===== src/rtl/mem_ctrl_pkg.sv =====
// Shared definitions for the data-path RAM front-end: size codes, FSM states,
// requester IDs and the alignment/extension helpers.
package mem_ctrl_pkg;

  typedef enum logic [1:0] {
    BYTE       = 2'd0,
    HALFWORD   = 2'd1,
    WORD       = 2'd2,
    DOUBLEWORD = 2'd3
  } size_e;

  typedef enum logic [1:0] {
    ST_IDLE    = 2'd0,
    ST_ACCESS  = 2'd1,
    ST_RELEASE = 2'd2,
    ST_ACK     = 2'd3
  } state_e;

  typedef enum logic {
    REQ_IF = 1'b0,
    REQ_DM = 1'b1
  } req_id_e;

  function automatic logic misaligned(input size_e len, input logic [1:0] lo);
    case (len)
      HALFWORD:         return lo[0];
      WORD, DOUBLEWORD: return lo != 2'b00;
      default:          return 1'b0;
    endcase
  endfunction

  function automatic logic [31:0] zext(input size_e len, input logic [31:0] d);
    case (len)
      BYTE:     return {24'd0, d[7:0]};
      HALFWORD: return {16'd0, d[15:0]};
      default:  return d;
    endcase
  endfunction

endpackage


===== src/rtl/mem_rr_arbiter.sv =====
// Two-way round-robin arbiter between IF and DM; the last-grant register
// moves only when the controller actually takes a grant.
module mem_rr_arbiter
  import mem_ctrl_pkg::*;
(
  input  logic    clk_i,
  input  logic    rst_ni,
  input  logic    req_if_i,
  input  logic    req_dm_i,
  input  logic    take_i,
  output logic    gnt_valid_o,
  output req_id_e gnt_id_o
);

  req_id_e last_q;

  always_comb begin
    gnt_valid_o = req_if_i | req_dm_i;
    if (req_if_i && req_dm_i) begin
      gnt_id_o = (last_q == REQ_IF) ? REQ_DM : REQ_IF;
    end else if (req_dm_i) begin
      gnt_id_o = REQ_DM;
    end else begin
      gnt_id_o = REQ_IF;
    end
  end

  always_ff @(posedge clk_i) begin
    if (!rst_ni) begin
      last_q <= REQ_IF;
    end else if (take_i && gnt_valid_o) begin
      last_q <= gnt_id_o;
    end
  end

endmodule


===== src/rtl/mem_controller.sv =====
// Shares the single RAM port between IF and DM, sequences the enable/moc
// handshake and splits doublewords into two word beats.
module mem_controller
  import mem_ctrl_pkg::*;
#(
  parameter int unsigned ADDR_W  = 9,
  parameter int unsigned TIMEOUT = 15
) (
  input  logic              clk,
  input  logic              rst_n,
  input  logic              if_req,
  input  logic [ADDR_W-1:0] if_addr,
  output logic              if_ack,
  output logic              if_err,
  output logic [31:0]       if_rdata,
  input  logic              dm_req,
  input  logic              dm_rw,
  input  logic [1:0]        dm_len,
  input  logic [ADDR_W-1:0] dm_addr,
  input  logic [63:0]       dm_wdata,
  output logic              dm_ack,
  output logic              dm_err,
  output logic [63:0]       dm_rdata,
  output logic              ram_enable,
  output logic              ram_read_write,
  output logic [1:0]        ram_data_length,
  output logic [ADDR_W-1:0] ram_address,
  output logic [31:0]       ram_data_in,
  input  logic [31:0]       ram_data_out,
  input  logic              ram_moc
);

  localparam int unsigned CNT_W = $clog2(TIMEOUT + 1);

  state_e              state_q;
  req_id_e             id_q;
  logic                rw_q;
  size_e               len_q;
  logic [ADDR_W-1:0]   addr_q;
  logic [31:0]         wlo_q;
  logic                beat_q;
  logic [CNT_W-1:0]    cnt_q;
  logic [63:0]         rdata_q;

  logic                ram_enable_q, ram_rw_q;
  size_e               ram_len_q;
  logic [ADDR_W-1:0]   ram_addr_q;
  logic [31:0]         ram_din_q;
  logic                if_ack_q, if_err_q, dm_ack_q, dm_err_q;
  logic [31:0]         if_rdata_q;
  logic [63:0]         dm_rdata_q;

  logic                gnt_valid;
  req_id_e             gnt_id;
  logic                sel_rw, mis;
  size_e               sel_len;
  logic [ADDR_W-1:0]   sel_addr;
  logic [63:0]         sel_wdata;
  logic                fin, fin_err;
  req_id_e             fin_id;
  logic [63:0]         fin_data;

  mem_rr_arbiter u_arb (
    .clk_i       (clk),
    .rst_ni      (rst_n),
    .req_if_i    (if_req),
    .req_dm_i    (dm_req),
    .take_i      (state_q == ST_IDLE),
    .gnt_valid_o (gnt_valid),
    .gnt_id_o    (gnt_id)
  );

  // Completion (ack/err/data) is decided here so the FSM can register it once.
  always_comb begin
    sel_rw    = 1'b1;
    sel_len   = WORD;
    sel_addr  = if_addr;
    sel_wdata = '0;
    if (gnt_id == REQ_DM) begin
      sel_rw    = dm_rw;
      sel_len   = size_e'(dm_len);
      sel_addr  = dm_addr;
      sel_wdata = dm_wdata;
    end
    mis = misaligned(sel_len, sel_addr[1:0]);

    fin      = 1'b0;
    fin_err  = 1'b0;
    fin_id   = id_q;
    fin_data = '0;
    case (state_q)
      ST_IDLE: if (gnt_valid && mis) begin
        fin     = 1'b1;
        fin_err = 1'b1;
        fin_id  = gnt_id;
      end
      ST_ACCESS: if (!ram_moc && cnt_q == CNT_W'(TIMEOUT - 1)) begin
        fin     = 1'b1;
        fin_err = 1'b1;
      end
      ST_RELEASE: if (!ram_moc && !(len_q == DOUBLEWORD && !beat_q)) begin
        fin      = 1'b1;
        fin_data = rw_q ? rdata_q : '0;
      end
      default: ;
    endcase
  end

  always_ff @(posedge clk) begin
    if (!rst_n) begin
      state_q      <= ST_IDLE;
      id_q         <= REQ_IF;
      rw_q         <= 1'b1;
      len_q        <= BYTE;
      addr_q       <= '0;
      wlo_q        <= '0;
      beat_q       <= 1'b0;
      cnt_q        <= '0;
      rdata_q      <= '0;
      ram_enable_q <= 1'b0;
      ram_rw_q     <= 1'b1;
      ram_len_q    <= BYTE;
      ram_addr_q   <= '0;
      ram_din_q    <= '0;
      if_ack_q     <= 1'b0;
      if_err_q     <= 1'b0;
      dm_ack_q     <= 1'b0;
      dm_err_q     <= 1'b0;
      if_rdata_q   <= '0;
      dm_rdata_q   <= '0;
    end else begin
      if_ack_q <= fin && (fin_id == REQ_IF);
      if_err_q <= fin && (fin_id == REQ_IF) && fin_err;
      dm_ack_q <= fin && (fin_id == REQ_DM);
      dm_err_q <= fin && (fin_id == REQ_DM) && fin_err;
      if (fin && fin_id == REQ_IF) if_rdata_q <= fin_data[31:0];
      if (fin && fin_id == REQ_DM) dm_rdata_q <= fin_data;

      unique case (state_q)
        ST_IDLE: if (gnt_valid) begin
          id_q    <= gnt_id;
          rw_q    <= sel_rw;
          len_q   <= sel_len;
          addr_q  <= sel_addr;
          wlo_q   <= sel_wdata[31:0];
          beat_q  <= 1'b0;
          cnt_q   <= '0;
          rdata_q <= '0;
          if (mis) begin
            state_q <= ST_ACK;
          end else begin
            state_q      <= ST_ACCESS;
            ram_enable_q <= 1'b1;
            ram_rw_q     <= sel_rw;
            ram_len_q    <= (sel_len == DOUBLEWORD) ? WORD : sel_len;
            ram_addr_q   <= sel_addr;
            ram_din_q    <= (sel_len == DOUBLEWORD) ? sel_wdata[63:32] : sel_wdata[31:0];
          end
        end
        ST_ACCESS: begin
          if (ram_moc) begin
            // Shifting in each beat yields {beat0, beat1} for doublewords.
            rdata_q      <= {rdata_q[31:0], zext(len_q, ram_data_out)};
            cnt_q        <= '0;
            ram_enable_q <= 1'b0;
            state_q      <= ST_RELEASE;
          end else if (cnt_q == CNT_W'(TIMEOUT - 1)) begin
            ram_enable_q <= 1'b0;
            state_q      <= ST_ACK;
          end else begin
            cnt_q <= cnt_q + CNT_W'(1);
          end
        end
        ST_RELEASE: if (!ram_moc) begin
          if (len_q == DOUBLEWORD && !beat_q) begin
            beat_q       <= 1'b1;
            ram_enable_q <= 1'b1;
            ram_addr_q   <= addr_q + ADDR_W'(4);
            ram_din_q    <= wlo_q;
            state_q      <= ST_ACCESS;
          end else begin
            state_q <= ST_ACK;
          end
        end
        ST_ACK: state_q <= ST_IDLE;
      endcase
    end
  end

  assign ram_enable      = ram_enable_q;
  assign ram_read_write  = ram_rw_q;
  assign ram_data_length = ram_len_q;
  assign ram_address     = ram_addr_q;
  assign ram_data_in     = ram_din_q;
  assign if_ack          = if_ack_q;
  assign if_err          = if_err_q;
  assign if_rdata        = if_rdata_q;
  assign dm_ack          = dm_ack_q;
  assign dm_err          = dm_err_q;
  assign dm_rdata        = dm_rdata_q;

endmodule


===== config.mk =====
export PLATFORM = sky130hd
export DESIGN_NAME = mem_controller
export DESIGN_NICKNAME = d
export VERILOG_FILES = /design/src/rtl/mem_ctrl_pkg.sv /design/src/rtl/mem_rr_arbiter.sv /design/src/rtl/mem_controller.sv
export SDC_FILE = /design/constraint.sdc
export NUM_CORES = 1
export LEC_CHECK = 0
export ABC_AREA = 1
export CORE_MARGIN = 3
export CORE_UTILIZATION = 45
export CTS_BUF_LIST = sky130_fd_sc_hd__clkbuf_16
export CTS_CLUSTER_DIAMETER = 80
export DETAILED_ROUTE_END_ITERATION = 12
export GPL_TIMING_DRIVEN = 0
export PLACE_DENSITY = 0.76
export SYNTH_ARGS = -nofsm -noshare
export SYNTH_HDL_FRONTEND = slang
export SYNTH_HIERARCHICAL = 1
export SYNTH_SLANG_ARGS = --single-unit

===== constraint.sdc =====
create_clock -name clk -period 1.9 [get_ports clk]
set_clock_uncertainty 0.15 [all_clocks]
set_input_delay 0.285 -clock clk [delete_from_list [all_inputs] [get_ports clk]]
set_output_delay 0.285 -clock clk [all_outputs]
set_load 0.02 [all_outputs]

# After elaboration in Yosys (flattened, before gate mapping)
# Index checks and enable logic that the tools add are counted.
# W data, S select, Z words.
[word_totals]
out_inout_bits = 145
regBits = 262
word_cells = 124
inputBits = 122
[classes]
n_reduce_logical = 28
n_bitwise = 3
muxes = 54
n_eq_ne = 16
addsub = 2
[ops]
columns = ["op", "count"]
rows = [
  ["$mux W64", 6],
  ["$mux W32", 5],
  ["$pmux W32 S2", 2],
  ["$pmux W64 S2", 1],
  ["$mux W9", 5],
  ["$pmux W9 S2", 1],
  ["$mux W1", 16],
  ["$mux W2", 8],
  ["$mux W4", 3],
  ["$reduce_and A3 Y1", 4],
  ["$eq A2 B2 Y1 const B", 5],
  ["$logic_and A1 B1 Y1", 10],
  ["$ne A2 B2 Y1 const B", 5],
  ["$add A9 B3 Y9 const B", 1],
  ["$pmux W2 S4", 1],
  ["$pmux W4 S2", 1],
  ["$eq A2 B1 Y1 const B", 3],
  ["$ne A3 B3 Y1 const B", 2],
  ["$pmux W1 S2", 3],
  ["$pmux W1 S3", 2],
  ["$reduce_and A6 Y1", 1],
  ["$reduce_bool A2 Y1", 3],
  ["$reduce_and A5 Y1", 1],
  ["$add A4 B1 Y4 const B", 1],
  ["9 further kinds", 13],
]

# Depth between registers and ports, before layout
[depth]
word_depth = 12
mapped_depth = 14

# Hierarchy
# Netlist, hierarchy kept.
[modules_own_cells]
columns = ["mod", "instances", "cells_per_inst", "seq_area_each_um2", "area_each_um2"]
rows = [
  ["mem_controller", 1, 1560, 5225.0, 11079.4],
  ["mem_rr_arbiter", 1, 9, 20.0, 63.8],
]

# Least setup slack after synthesis
# OpenSTA, ideal clock, no wires.
[synth_timing]
path_type = "reg2reg"
start = "register u_arb.last_q"
end = "register if_rdata_q[10], in the netlist if_rdata[10]"
path_stages_with_launch = 14
required_time_ns = 1.635
setup_ns = 0.115
arrival_ns = 1.632
setup_slack_ns = 0.003
period_less_slack_ns = 1.897
path_cell_list = "dfxtp_1 a21boi_0 buf_4 nand2_1 nand2_1 nand2_1 nand2_2 nand2_2 nand2_1 nand2_1 buf_4 buf_4 a21oi_1 nor2_1"
[synth_via]
elab_chain_cells = 11
word_cells_on_any_way = 17
classes_between = "3 x eq/ne; 9 x mux; 1 x bitwise; 4 x reduce/logical"
[synth_lines]
columns = ["item", "line_no", "rtl"]
rows = [
  ["start: declaration", "mem_rr_arbiter.sv:15", "req_id_e last_q;"],
  ["start signal: assignment", "mem_rr_arbiter.sv:32", "last_q <= gnt_id_o;"],
  ["$mux W1 *", "mem_rr_arbiter.sv:20", "gnt_id_o = (last_q == REQ_IF) ? REQ_DM : REQ_IF;"],
  ["$mux W1 *", "mem_rr_arbiter.sv:19", "if (req_if_i && req_dm_i) begin"],
  ["named net gnt_id", "mem_controller.sv:54", "req_id_e gnt_id;"],
  ["branches (longest 8 deep; another with $pmux W1 S3)", "--", ""],
  ["$logic_and A1 B1 Y1 *", "mem_controller.sv:136", "if (fin && fin_id == REQ_IF) if_rdata_q <= fin_data[31:0];"],
  ["end signal: assignment", "mem_controller.sv:136", ""],
  ["end: declaration", "mem_controller.sv:50", "logic [31:0] if_rdata_q;"],
]
# Mark *: on every way through the listed nets, which the timed path passes.
# A chain may end at the register's enable or synchronous reset.

# Worst setup path after layout
[layout_timing]
start = "register u_arb.last_q"
end = "register if_rdata_q[25], in the netlist if_rdata[25]"
# The elaborated chain is that of the path after synthesis.

==> out/qor.csv <==
metric;value;unit
die width;163;um
Design Power;0.0216;W
Sw Pwr;0.00808;W
Fin. Hold Viols;0;
vias per inst;5.48;
DRC Markers;0;
worst-margin pin slew;0.674;ns
switching fraction of total power;37.4;%
initial antenna violation count;1;
Syn Area/Cell;7.10;um^2
clock power share;25.3;%
CP startpoint kind;register;
worst-path fanout max;7;
Tightest Hold Check Type;in2reg;
Slew Limit Fails;0;
fin crit period;2.07;ns
Post-Synthesis Cells;1569;
pre-CTS setup slack;-1.14;ns
post-synthesis register bit count;262;
H-tree levels;1;
post-DP HPWL;28400;um
first-pass GRT wire length;61300;um
RSZ-0062 raised after global routing;yes;
DR WL/cell;18.9;um
ANT nets after route;0;
WP data arrival;2.35;ns
Worst Path Required;2.19;ns
Fmax;483;MHz
crit share post-route;109;%
met3 WL post-DR;3860;um
EDFF count, synth;0;
Clock Tree Root;clkbuf_16;
yosys warns;6;
PortBufs;266;
met2 wire length;20500;um
clk sink count;262;
Die ar.;26700;um^2
Fill cells;1770;
layout cells sized above 1;19.3;%
fin nets;2037;
Max Cap Viol;0;
Power Dens Cells;1260;nW/um^2
TritonCTS clock tree;built;
area leader, netlist;dfxtp_1;
Area Overhead vs Synth;53.7;%
combinational share of power;42.2;%
gpl congestion;0.924;
largest net degree at the start of global routing;15;
Final setup viols;173;
total via count in the routed design;12300;
Final WS setup;-0.168;ns
Synth Net Count;1694;
clock buffer count from CTS;27;
CORE AREA;23900;um^2
violated checks;negative setup slack;
clock latency at the later pin of the worst-skew pair;0.54;ns
CTS Hold Bufs;0;
Finished Cell Area;17100;um^2
First-pass DRT Iterations;6;
Setup CP Type;reg2reg;
async set or reset register ratio after synthesis;0;%
GRT Util Overall;28.6;%
Crit. End Element;register;
internal power;0.0135;W
relative slew slack;55.1;%
final wirelength;42500;um
GRT overflow;0;
I/O pin count;267;
routed length on met1;16000;um
Netlist cell types;33;
post-synth top area share;47.1;%
deepest clock path buffer count;3;
Primary FF master, synth;dfxtp_1;
height of the chip;163;um
status;finished, violations left;
clock slew at reported path FFs;0.06;ns
vias in the first global route;11500;
# rows;56;
VDD IR-drop max;0.000689;V
Max Used Layer;met4;
Sequential Power Share;32.5;%
Post-DP Area;14200;um^2
Initial DRC Count;1114;
cell area after synthesis;11100;um^2
Initial Utilization;46.6;%
Seq/Total Area, Yosys;47.1;%
largest cells by area after synthesis;dfxtp_1 (47%), nand2_1 (13%), o21ai_0 (7.8%);
Leakage Power;7.81;nW
## final timing paths
check / from / endpoint / slack, ns / cells past startpoint
min: dm_req / u_arb/last_q / 0.10 / 3
max reg2reg: u_arb/last_q / if_rdata[25] / -0.17 / 13
min reg2reg: addr_q[0] / addr_q[0] / 0.31 / 2
max: u_arb/last_q / if_rdata[25] / -0.17 / 13
## cell usage after synthesis, types with 2 or more instances
cell type	count
nand3_1	156
buf_4	27
o21ai_0	174
buf_2	37
buf_1	3
nor3_1	2
o22ai_1	4
nor2_4	2
inv_1	86
dfxtp_1	262
nor2_1	149
ha_1	3
nand2_1	400
nand2_2	7
inv_2	7
nor2_2	2
mux2i_1	8
o211ai_1	4
buf_6	2
a21oi_1	164
a211oi_1	8
clkbuf_1	51
## timing repair
action | in CTS | in global routing
gates cloned | 14 | 12
setup endpoints to repair | 350 | 347
gates resized for setup | 278 | 295
buffers inserted | 20 | 4
pin swaps | 19 | 36
## power by group through the flow
stage          clock [W]  sequential (W)  combinational, W
2_1_floorplan          0         0.00770           0.00352
3_3_place_gp           0         0.00702           0.00684
3_5_place_dp           0         0.00704           0.00695
4_1_cts          0.00548         0.00695           0.00767
5_1_grt          0.00574         0.00711           0.00971
6_report         0.00547         0.00702           0.00911
## layer usage
metal / vias up / track usage [%]
met5: - / 0
met4: 0 / 10.9
met3: 143 / 5.96
met2: 668 / 49.9
met1: 5702 / 34.7
li1: 5822 / -
## sequential cells by signal, indices dropped and copies added, names as in the netlist
signal	count
dm_err	1
u_arb/last_q	1
ram_read_write	1
ram_enable	1
ram_data_length	2
dm_ack	1
dm_rdata	64
ram_address	9
addr_q	9
rw_q	1
id_q	1
wlo_q	32
rdata_q	64
ram_data_in	32
cnt_q	4
len_q	2
if_rdata	32
if_err	1
beat_q	1
if_ack	1
state_q	2
## critical path, stage by stage, from the launching register on
cell and delay [ns]:
dfxtp_2 0.33, a21boi_2 0.18, buf_6 0.18, nand2_4 0.06
nand2_4 0.07, nand2_4 0.07, nand2_8 0.10, nand2_8 0.09
nand2_4 0.09, nand2_4 0.08, clkbuf_16 0.19, clkbuf_16 0.16
a21oi_2 0.15, nor2_1 0.07
## metrics by stage
step	cells	hold slack (ns)	TNS, ns	utilization [%]
floorplan	1569	0.257	0	-
global placement	2154	0.289	-199.12	59.5
detailed placement	2154	0.297	-208.47	59.5
CTS	2233	0.0862	-10.28	66.9
global route	2248	0.131	-23.21	71.7
finish	2249	0.103	-12.04	71.7
## layout by cell type (no fill, tap or decap), types with 6 or more instances in the layout
master           instances
dfxtp_1                258
o21ai_0                112
clkbuf_2                18
clkdlybuf4s50_1        164
nor2_2                  11
buf_12                   6
nor2_1                 140
buf_8                   15
dlymetal6s2s_1          51
buf_6                   30
clkbuf_16               38
a21oi_4                  6
nand2_4                  9
o21ai_1                 55
nand2_8                 10
clkbuf_1                19
o21ai_2                  7
nand3_1                119
clkbuf_4                10
a21oi_2                 57
nand2_1                361
nand2_2                 31
a211oi_1                 8
a21oi_1                102
inv_1                   89
buf_2                    7
buf_4                   37
nand3_2                 34
dlygate4sd2_1           50
## kinds of logic (layout without fill, tap and decap cells)
| group | after synthesis | in the layout | synth area share (%) |
|---|---|---|---|
| other | 0 | 1 | 0 |
| and+or+nand+nor | 722 | 726 | 26.6 |
| buffers and inverters | 214 | 570 | 8.67 |
| adders and majority gates | 3 | 3 | 0.337 |
| AOI/OAI and AO/OA | 360 | 360 | 16.6 |
| DFF | 262 | 262 | 47.1 |
| muxes | 8 | 8 | 0.719 |
## cell type report
cell class	count	area, um^2	share of cell area, %
clock buffers	27	676	3.95
clock inverters	19	216	1.26
diodes	1	2.50	0.0146
multi-input cells	1097	5820	34.0
repair inverters	1	8.76	0.0511
plain buffers	119	1060	6.17
inverters	94	383	2.24
flip-flops and latches	262	5250	30.7
well taps	319	399	2.33
repair buffers	310	3310	19.3
Note: power is estimated with default switching activity, not from simulation.
